## src/rtl/pipe_pkg.sv

```systemverilog
// Shared pipeline encodings: opcodes, ALU ops, instruction field positions
// and the mult/div occupancy state type.
package pipe_pkg;

    localparam int OPC_W   = 5;
    localparam int ALUOP_W = 5;

    localparam logic [OPC_W-1:0]   OP_RTYPE = 5'b00000;
    localparam logic [OPC_W-1:0]   OP_LW    = 5'b01000;
    localparam logic [OPC_W-1:0]   OP_SW    = 5'b00111;
    localparam logic [ALUOP_W-1:0] ALU_MULT = 5'b00110;
    localparam logic [ALUOP_W-1:0] ALU_DIV  = 5'b00111;

    // Field positions for the default 32-bit instruction with 5-bit specifiers.
    localparam int OPC_LSB   = 27;
    localparam int RD_LSB    = 22;
    localparam int RS_LSB    = 17;
    localparam int RT_LSB    = 12;
    localparam int ALUOP_LSB = 2;

    typedef enum logic [1:0] {IDLE, ISSUE, BUSY, DONE} md_state_t;

endpackage

```

## src/rtl/md_tracker.sv

```systemverilog
// Mult/div occupancy FSM: launch strobe, latency watchdog and sticky timeout.
module md_tracker
    import pipe_pkg::*;
#(
    parameter int MD_LATENCY = 34
) (
    input  logic      clock,
    input  logic      reset,
    input  logic      dx_md,
    input  logic      dx_div,
    input  logic      flush,
    input  logic      multdiv_result_ready,
    output md_state_t md_state,
    output logic      md_start,
    output logic      md_is_div,
    output logic      md_busy,
    output logic      md_timeout
);

    localparam logic [7:0] LAT_M1 = 8'(MD_LATENCY - 1);

    md_state_t  state_q, state_d;
    logic [7:0] cnt_q, cnt_d;
    logic       div_q, div_d;
    logic       tmo_q, tmo_d;

    // NOTE: non-blocking assignments so every flop samples pre-edge values.
    always_ff @(posedge clock) begin
        if (reset) begin
            state_q <= IDLE;
            cnt_q   <= '0;
            div_q   <= 1'b0;
            tmo_q   <= 1'b0;
        end else begin
            state_q <= state_d;
            cnt_q   <= cnt_d;
            div_q   <= div_d;
            tmo_q   <= tmo_d;
        end
    end

    always_comb begin
        // NOTE: hold-value defaults first so no branch leaves a latch behind.
        state_d = state_q;
        cnt_d   = cnt_q;
        div_d   = div_q;
        tmo_d   = tmo_q;
        unique case (state_q)
            IDLE: begin
                if (dx_md && !flush) begin
                    state_d = ISSUE;
                    div_d   = dx_div;
                end
            end
            ISSUE: begin
                if (flush) begin
                    state_d = IDLE;
                    cnt_d   = '0;
                end else begin
                    state_d = BUSY;
                    cnt_d   = LAT_M1;
                end
            end
            BUSY: begin
                // A result arriving on the expiry cycle still counts as success.
                if (flush) begin
                    state_d = IDLE;
                    cnt_d   = '0;
                end else if (multdiv_result_ready) begin
                    state_d = DONE;
                end else if (cnt_q == '0) begin
                    state_d = DONE;
                    tmo_d   = 1'b1;
                end else begin
                    cnt_d = cnt_q - 8'd1;
                end
            end
            DONE:    state_d = IDLE;
            default: state_d = IDLE;
        endcase
    end

    assign md_state   = state_q;
    assign md_start   = (state_q == ISSUE);
    assign md_is_div  = div_q;
    assign md_busy    = (state_q != IDLE);
    assign md_timeout = tmo_q;

endmodule

```

## src/rtl/hazard_ctrl.sv

```systemverilog
// Pipeline hazard unit: load-use detect, multdiv stall, freeze/bubble muxing.
// Define HAZARD_PERF_EN to build the saturating stall performance counters.
module hazard_ctrl
    import pipe_pkg::*;
#(
    parameter int INSTR_W     = 32,
    parameter int REG_W       = 5,
    parameter int MD_LATENCY  = 34,
    parameter int LOAD_STAGES = 1
) (
    input  logic               clock,
    input  logic               reset,
    input  logic [INSTR_W-1:0] fd_ir,
    input  logic [INSTR_W-1:0] dx_ir,
    input  logic [INSTR_W-1:0] xm_ir,
    input  logic               flush,
    input  logic               multdiv_result_ready,
    output logic               stall_fd,
    output logic               bubble_dx,
    output logic               md_start,
    output logic               md_is_div,
    output logic               md_busy,
    output logic               md_timeout,
    output logic [31:0]        perf_lu_stalls,
    output logic [31:0]        perf_md_stalls
);

    function automatic logic [OPC_W-1:0] opc(input logic [INSTR_W-1:0] ir);
        return ir[OPC_LSB +: OPC_W];
    endfunction

    function automatic logic [REG_W-1:0] fld(input logic [INSTR_W-1:0] ir, input int lsb);
        return ir[lsb +: REG_W];
    endfunction

    // A load writing a nonzero rd that the consumer reads (rt is data, not a source, for sw).
    function automatic logic load_hit(input logic [INSTR_W-1:0] ld, input logic [INSTR_W-1:0] user);
        logic [REG_W-1:0] dst;
        dst = fld(ld, RD_LSB);
        return (opc(ld) == OP_LW) && (dst != '0) &&
               ((fld(user, RS_LSB) == dst) ||
                ((fld(user, RT_LSB) == dst) && (opc(user) != OP_SW)));
    endfunction

    logic       lu_dx, lu_xm, lu;
    logic       dx_md, dx_div, md_stall;
    md_state_t  md_state;
    logic       unused_ir;

    assign lu_dx = load_hit(dx_ir, fd_ir);
    assign lu_xm = (LOAD_STAGES == 2) && load_hit(xm_ir, fd_ir);
    assign lu    = lu_dx | lu_xm;

    assign dx_div = (opc(dx_ir) == OP_RTYPE) && (dx_ir[ALUOP_LSB +: ALUOP_W] == ALU_DIV);
    assign dx_md  = dx_div ||
                    ((opc(dx_ir) == OP_RTYPE) && (dx_ir[ALUOP_LSB +: ALUOP_W] == ALU_MULT));

    assign unused_ir = ^{fd_ir, dx_ir, xm_ir};

    md_tracker #(.MD_LATENCY(MD_LATENCY)) u_md_tracker (
        .clock                (clock),
        .reset                (reset),
        .dx_md                (dx_md),
        .dx_div               (dx_div),
        .flush                (flush),
        .multdiv_result_ready (multdiv_result_ready),
        .md_state             (md_state),
        .md_start             (md_start),
        .md_is_div            (md_is_div),
        .md_busy              (md_busy),
        .md_timeout           (md_timeout)
    );

    // The detect cycle in IDLE already stalls; DONE releases the op to X/M.
    assign md_stall  = dx_md && (md_state != DONE);
    assign stall_fd  = (lu || md_stall) && !flush;
    assign bubble_dx = lu && !md_stall && !flush;

`ifdef HAZARD_PERF_EN
    logic [31:0] lu_cnt_q, md_cnt_q;

    always_ff @(posedge clock) begin
        if (reset) begin
            lu_cnt_q <= '0;
            md_cnt_q <= '0;
        end else begin
            if (stall_fd && lu && !md_stall && (lu_cnt_q != '1))
                lu_cnt_q <= lu_cnt_q + 32'd1;
            if (stall_fd && md_stall && (md_cnt_q != '1))
                md_cnt_q <= md_cnt_q + 32'd1;
        end
    end

    assign perf_lu_stalls = lu_cnt_q;
    assign perf_md_stalls = md_cnt_q;
`else
    assign perf_lu_stalls = '0;
    assign perf_md_stalls = '0;
`endif

endmodule
```

## config.mk

```make
export PLATFORM = sky130hd
export DESIGN_NAME = hazard_ctrl
export DESIGN_NICKNAME = d
export VERILOG_FILES = /design/src/rtl/pipe_pkg.sv /design/src/rtl/md_tracker.sv /design/src/rtl/hazard_ctrl.sv
export SDC_FILE = /design/constraint.sdc
export NUM_CORES = 1
export LEC_CHECK = 0
export CAP_MARGIN = 25
export CORE_MARGIN = 3
export CORE_UTILIZATION = 29
export DETAILED_ROUTE_END_ITERATION = 12
export HOLD_SLACK_MARGIN = 0.05
export PLACE_DENSITY = 0.95
export SKIP_LAST_GASP = 1
export SYNTH_ARGS = -nofsm -noshare
export SYNTH_HDL_FRONTEND = slang
export SYNTH_SLANG_ARGS = --single-unit
```

## constraint.sdc

```tcl
create_clock -name clock -period 2.95 [get_ports clock]
set_input_delay 0.295 -clock clock [delete_from_list [all_inputs] [get_ports clock]]
set_output_delay 0.295 -clock clock [all_outputs]
set_load 0.03 [all_outputs]
```

* Word level (Yosys, flattened, before mapping)
Index checks and enable logic that the tools add are counted.
** Cells by class
- Add/subtract/negate cells :: 1
- Eq/ne operators :: 14
- Mux-type cells :: 11
- Bitwise operators :: 2
- Reduce and logical (&&, ||, !) cells :: 25
** Operators with widths (number)
- 8-bit 2-to-1 mux :: 3
- 8-bit case mux with 2 select lines :: 1
- 5-bit by 3-bit equality test with 1-bit output, second input constant :: 2
- 5-bit equality test :: 2
- 1-bit logical AND :: 10
- 2-bit 2-to-1 mux :: 5
- 8-bit logical NOT :: 1
- 2-bit case mux with 4 select lines :: 1
- 8-bit by 1-bit subtractor with 8-bit output, second input constant :: 1
- 6-bit 2-to-1 mux :: 1
- 3-bit != test, second input constant :: 2
- 5-bit by 4-bit equality test with 1-bit output, second input constant :: 1
- 5-bit logical NOT :: 1
- 5-bit by 3-bit != test with 1-bit output, second input constant :: 1
- 5-bit nonzero test :: 1
- 2-bit equality test, second input constant :: 2
- 4-bit by 3-bit != test with 1-bit output, second input constant :: 1
- 2-bit AND reduction :: 2
- 4-bit AND reduction :: 1
- 2-bit nonzero test :: 2
- 1-bit logical OR :: 3
- 3-bit AND reduction :: 1
- 2-bit by 1-bit equality test with 1-bit output, second input constant :: 1
- 1-bit logical NOT :: 2
- other kinds (4) :: 5
** Storage, ports and cells
- Register bits :: 12
- Input port bits :: 100
- Output and inout port bits :: 70

* Longest topological paths before layout
Gate-level depths: netlist of the first run.
- Depth in word-level cells :: 7
- Mapped depth :: 7
- Depth with buffers taken out :: 6

* By module
A second synthesis of the first run with hierarchy kept.
** Second synthesis, totals
- Cell total of the unflattened synthesis :: 175
- Area, all modules :: 1380.1 sq um
** By module, submodules not included
- hazard_ctrl :: times used 1, cells an instance 92, area an instance 698.2 sq um
- md_tracker :: times used 1, cells an instance 83, area an instance 681.9 sq um

* Worst setup path after synthesis of the first run
OpenSTA, ideal clock, no wires.
- Path type :: input to output
- Start point :: input dx_ir[22]
- End point :: output stall_fd
- Arrival time :: 1340 ps
- Data required time :: 2655 ps
- Setup slack :: 1315 ps
- Stages :: 3
- Buffers on the path :: 0
- Cell sequence :: or4_1 o221a_2 o21a_1
** On the way
- Word-level cells in the longest chain between the ends :: 6
- Elaborated cells between the ends (all ways) :: 9
- Classes of those cells :: eq/ne (2); reduce/logical (7)
** Ends and longest elaborated chain
- start: declaration :: RTL line hazard_ctrl.sv:14 : input logic [INSTR_W-1:0] dx_ir,
- 5-bit equality test :: RTL line hazard_ctrl.sv:42 : ((fld(user, RT_LSB) == dst) && (opc(user) != OP_SW)));
- 1-bit logical AND :: RTL line hazard_ctrl.sv:42
- 1-bit logical OR :: RTL line hazard_ctrl.sv:41 : ((fld(user, RS_LSB) == dst) ||
- 1-bit logical AND (*) :: RTL line hazard_ctrl.sv:40 : return (opc(ld) == OP_LW) && (dst != '0) &&
- 1-bit logical OR (*) :: RTL line hazard_ctrl.sv:76 : assign stall_fd = (lu || md_stall) && !flush;
- 1-bit logical AND (*) :: RTL line hazard_ctrl.sv:76
- end: declaration :: RTL line hazard_ctrl.sv:18 : output logic stall_fd,
Every way passes the cells marked *; elsewhere a longest branch is shown, timed or not.

* Worst setup path in the final report of the first run
- Start point :: input dx_ir[22]
- End point :: output bubble_dx
** On the way
- Word-level cells in the longest chain between the ends :: 6
- Elaborated cells between the ends (all ways) :: 9
- Classes of those cells :: eq/ne (2); reduce/logical (7)
** Ends and longest elaborated chain
- 5-bit equality test :: RTL line hazard_ctrl.sv:42
- 1-bit logical AND :: RTL line hazard_ctrl.sv:42
- 1-bit logical OR :: RTL line hazard_ctrl.sv:41
- 1-bit logical AND (*) :: RTL line hazard_ctrl.sv:40
- 1-bit logical AND (*) (2 in a row) :: RTL line hazard_ctrl.sv:77 : assign bubble_dx = lu && !md_stall && !flush;
- end: declaration :: RTL line hazard_ctrl.sv:19 : output logic bubble_dx,
Marked as above.

==> results.ini, run 1 <==
[sta]
fin_crit_sh = 0.910
clock.fmax_ghz = 0.373
finalMaxSlewViolations = 0
fin_tns_setup_ns = 0
min_period_ns = 2.68
finalSetupViolations = 0
rsz0062_at_grt = false
fin_skew_ns = 0.00202
hold_violations = 0

[clocking]
cts_tree = done
clock-root-buffer = clkbuf_8
cts.sinks = 12
htreeDepth = 1
insertion_delay_ns = 0.24
cts_post_setup_buffers_inserted = 0
ctsResizeCount = 0
clk_pin_slew_ns = 0.05
clockBufferDepth = 2
cts_hold_buffers = 0
cts_buffers = 3

[worst_setup_path]
critPathCaptureType = primary output
critPathMaxFanout = 3
cp.required_ns = 2.65
startpoint_type = input port
path_class = input port to primary output
critPathArrivalTime_ns = 2.39

[detailed_routing]
drt-met1-wl_um = 1070
avgViaCountPerCell = 4.18
wl_met3_um = 260
vias = 1092
drtPass1Iterations = 4
antenna_left = 0
drc_errors = 0
drtIter0Drc = 34
met2_length_um = 1710
totalWireLength_um = 3080
route.top_layer_used = met4
routedWlPerCell_um = 11.8

[cells_and_area]
multi_input_area_sq_um = 892
area_growth_pct = 17.2
final_nets = 318
regArea_sq_um = 240
fillers = 472
final_layout_size_suffix_gt1_frac = 0.0526
layout_common_cells = conb_1, clkdlybuf4s50_1, nor2_1, dfxtp_1, xor2_1
final_common_cell = conb_1
antenna_cells = 0

[floorplan]
std_cell_rows = 24
dieHeight_um = 75.6
start_util = 0.312
num_io_pins = 170
die_w_um = 75.6
core_sq_mm = 0.00450
die-area_sq_mm = 0.00572

[yosys]
synth_edf_count = 0
synth_ff_type = dfxtp_1
seq_area_frac_synth = 0.171
synth_cells = 171
synth.cell_area_sq_mm = 0.00141
synthArstFlopShare = 0
synth_seq_cells = 12
synth_cell_types = 41
synth.avg_cell_area_sq_um = 8.22
yosys_warnings = 0

[power]
leakage_nw = 0.719
irDropWorstVdd_mv = 0.153
p_per_area_mw_per_mm2 = 348
totalPowerFinal_w = 0.000574

[status]
status = finished clean

[global_routing]
grt_pass1_wl_um = 4640
grt_start_max_net_pins = 13
grt_pass1_vias = 998
grt.total_usage = 0.108
overflow = 0
grt_antenna_before_repair = 0

[placed_design]
dpl.hpwl_um = 2700
gp_congestion = 0.917
io_buffers = 39

[min_path]
hold_class = flip-flop to flip-flop

[flow_run]
maxCapViolations = 0

synthesized netlist by cell type (2+ instances only):
master | number | area share
nand4b_1 | 2 | 0.012
o21ai_1 | 2 | 0.0071
o21ai_0 | 4 | 0.014
dfxtp_1 | 12 | 0.17
inv_1 | 5 | 0.013
nor2_1 | 12 | 0.032
nand3_1 | 2 | 0.0071
nand2_1 | 2 | 0.0053
clkbuf_1 | 2 | 0.0053
xnor2_1 | 5 | 0.031
nand2b_1 | 2 | 0.0089
ha_1 | 7 | 0.062
a21oi_1 | 4 | 0.014
nor3_1 | 4 | 0.014
mux2i_1 | 2 | 0.014
a211oi_1 | 3 | 0.016
nor4_1 | 2 | 0.0089
o211ai_1 | 3 | 0.016
and3_1 | 2 | 0.0089
xor2_1 | 10 | 0.062
buf_4 | 64 | 0.34
power by group:
group | total, W | switching (W) | leakage [nW] | internal, W
Combinational | 0.000248 | 0.000170 | 0.601 | 0.0000785
Clock | 0.000147 | 0.0000576 | 0.0216 | 0.0000898
Sequential | 0.000179 | 0.00000915 | 0.0968 | 0.000169
through the flow:
stage / instances / worst slack [ns] / hold slack (ns) / utilization / area, sq um
after global routing: 261 / 0.215 / 0.533 / 0.366 / 1650
after floorplan: 234 / 1.31 / 0.439 / - / 1640
final: 261 / 0.267 / 0.489 / 0.366 / 1650
after global placement: 258 / 0.294 / 0.461 / 0.357 / 1610
after CTS: 261 / 0.246 / 0.494 / 0.366 / 1650
after detailed placement: 258 / 0.250 / 0.465 / 0.357 / 1610
worst paths after layout:
check,from,depth (start not counted),to,slack (ns)
max,dx_ir[22],5,bubble_dx,0.27
min reg2reg,u_md_tracker.md_timeout,2,u_md_tracker.md_timeout,0.49
max reg2reg,u_md_tracker.md_state[0],6,u_md_tracker.cnt_q[7],1.32
min,u_md_tracker.md_timeout,2,u_md_tracker.md_timeout,0.49
final cells by class:
type,instances,area share
timing repair buffer,39,0.237
clock buffer,3,0.0251
multi-input combinational,150,0.541
inverter,5,0.0114
sequential,12,0.146
tap,52,0.0395
flip-flops by register name (all words and copies together), names as in the netlist:
register                 cells
u_md_tracker.cnt_q           8
u_md_tracker.md_is_div       1
u_md_tracker.md_timeout      1
u_md_tracker.md_state        2
logic make-up after synthesis:
group / after synthesis / synth area share
buffers and inverters: 72 / 0.363
AND/OR/NAND/NOR: 37 / 0.164
AO/OA/AOI/OAI: 25 / 0.130
XOR/XNOR: 15 / 0.0934
flip-flops: 12 / 0.171
adder cells (fa/ha/maj): 7 / 0.0623
multiplexers: 2 / 0.0142
other: 1 / 0.00267
layer usage:
layer | vias up | GRT usage
li1 | 529 | -
met1 | 486 | 0.113
met2 | 71 | 0.200
met3 | 6 | 0.0224
met4 | 0 | 0.0563
met5 | - | 0
critical path: stages:
cell	delay (ns)
clkdlybuf4s50_1	0.49
or4_1	0.56
o221a_2	0.27
and2_2	0.18
clkdlybuf4s50_1	0.60
No activity file was read; power rests on OpenSTA's default activity.
==> run 2, diff against run 1 <==
--- a/config.mk
+++ b/config.mk
@@ -12,6 +12,7 @@
 export HOLD_SLACK_MARGIN = 0.05
 export PLACE_DENSITY = 0.95
 export SKIP_LAST_GASP = 1
+export SLEW_MARGIN = 30
 export SYNTH_ARGS = -nofsm -noshare
 export SYNTH_HDL_FRONTEND = slang
 export SYNTH_SLANG_ARGS = --single-unit
==> results of run 2 <==
No change in the layout: final DEF, timing and power equal those of run 1.
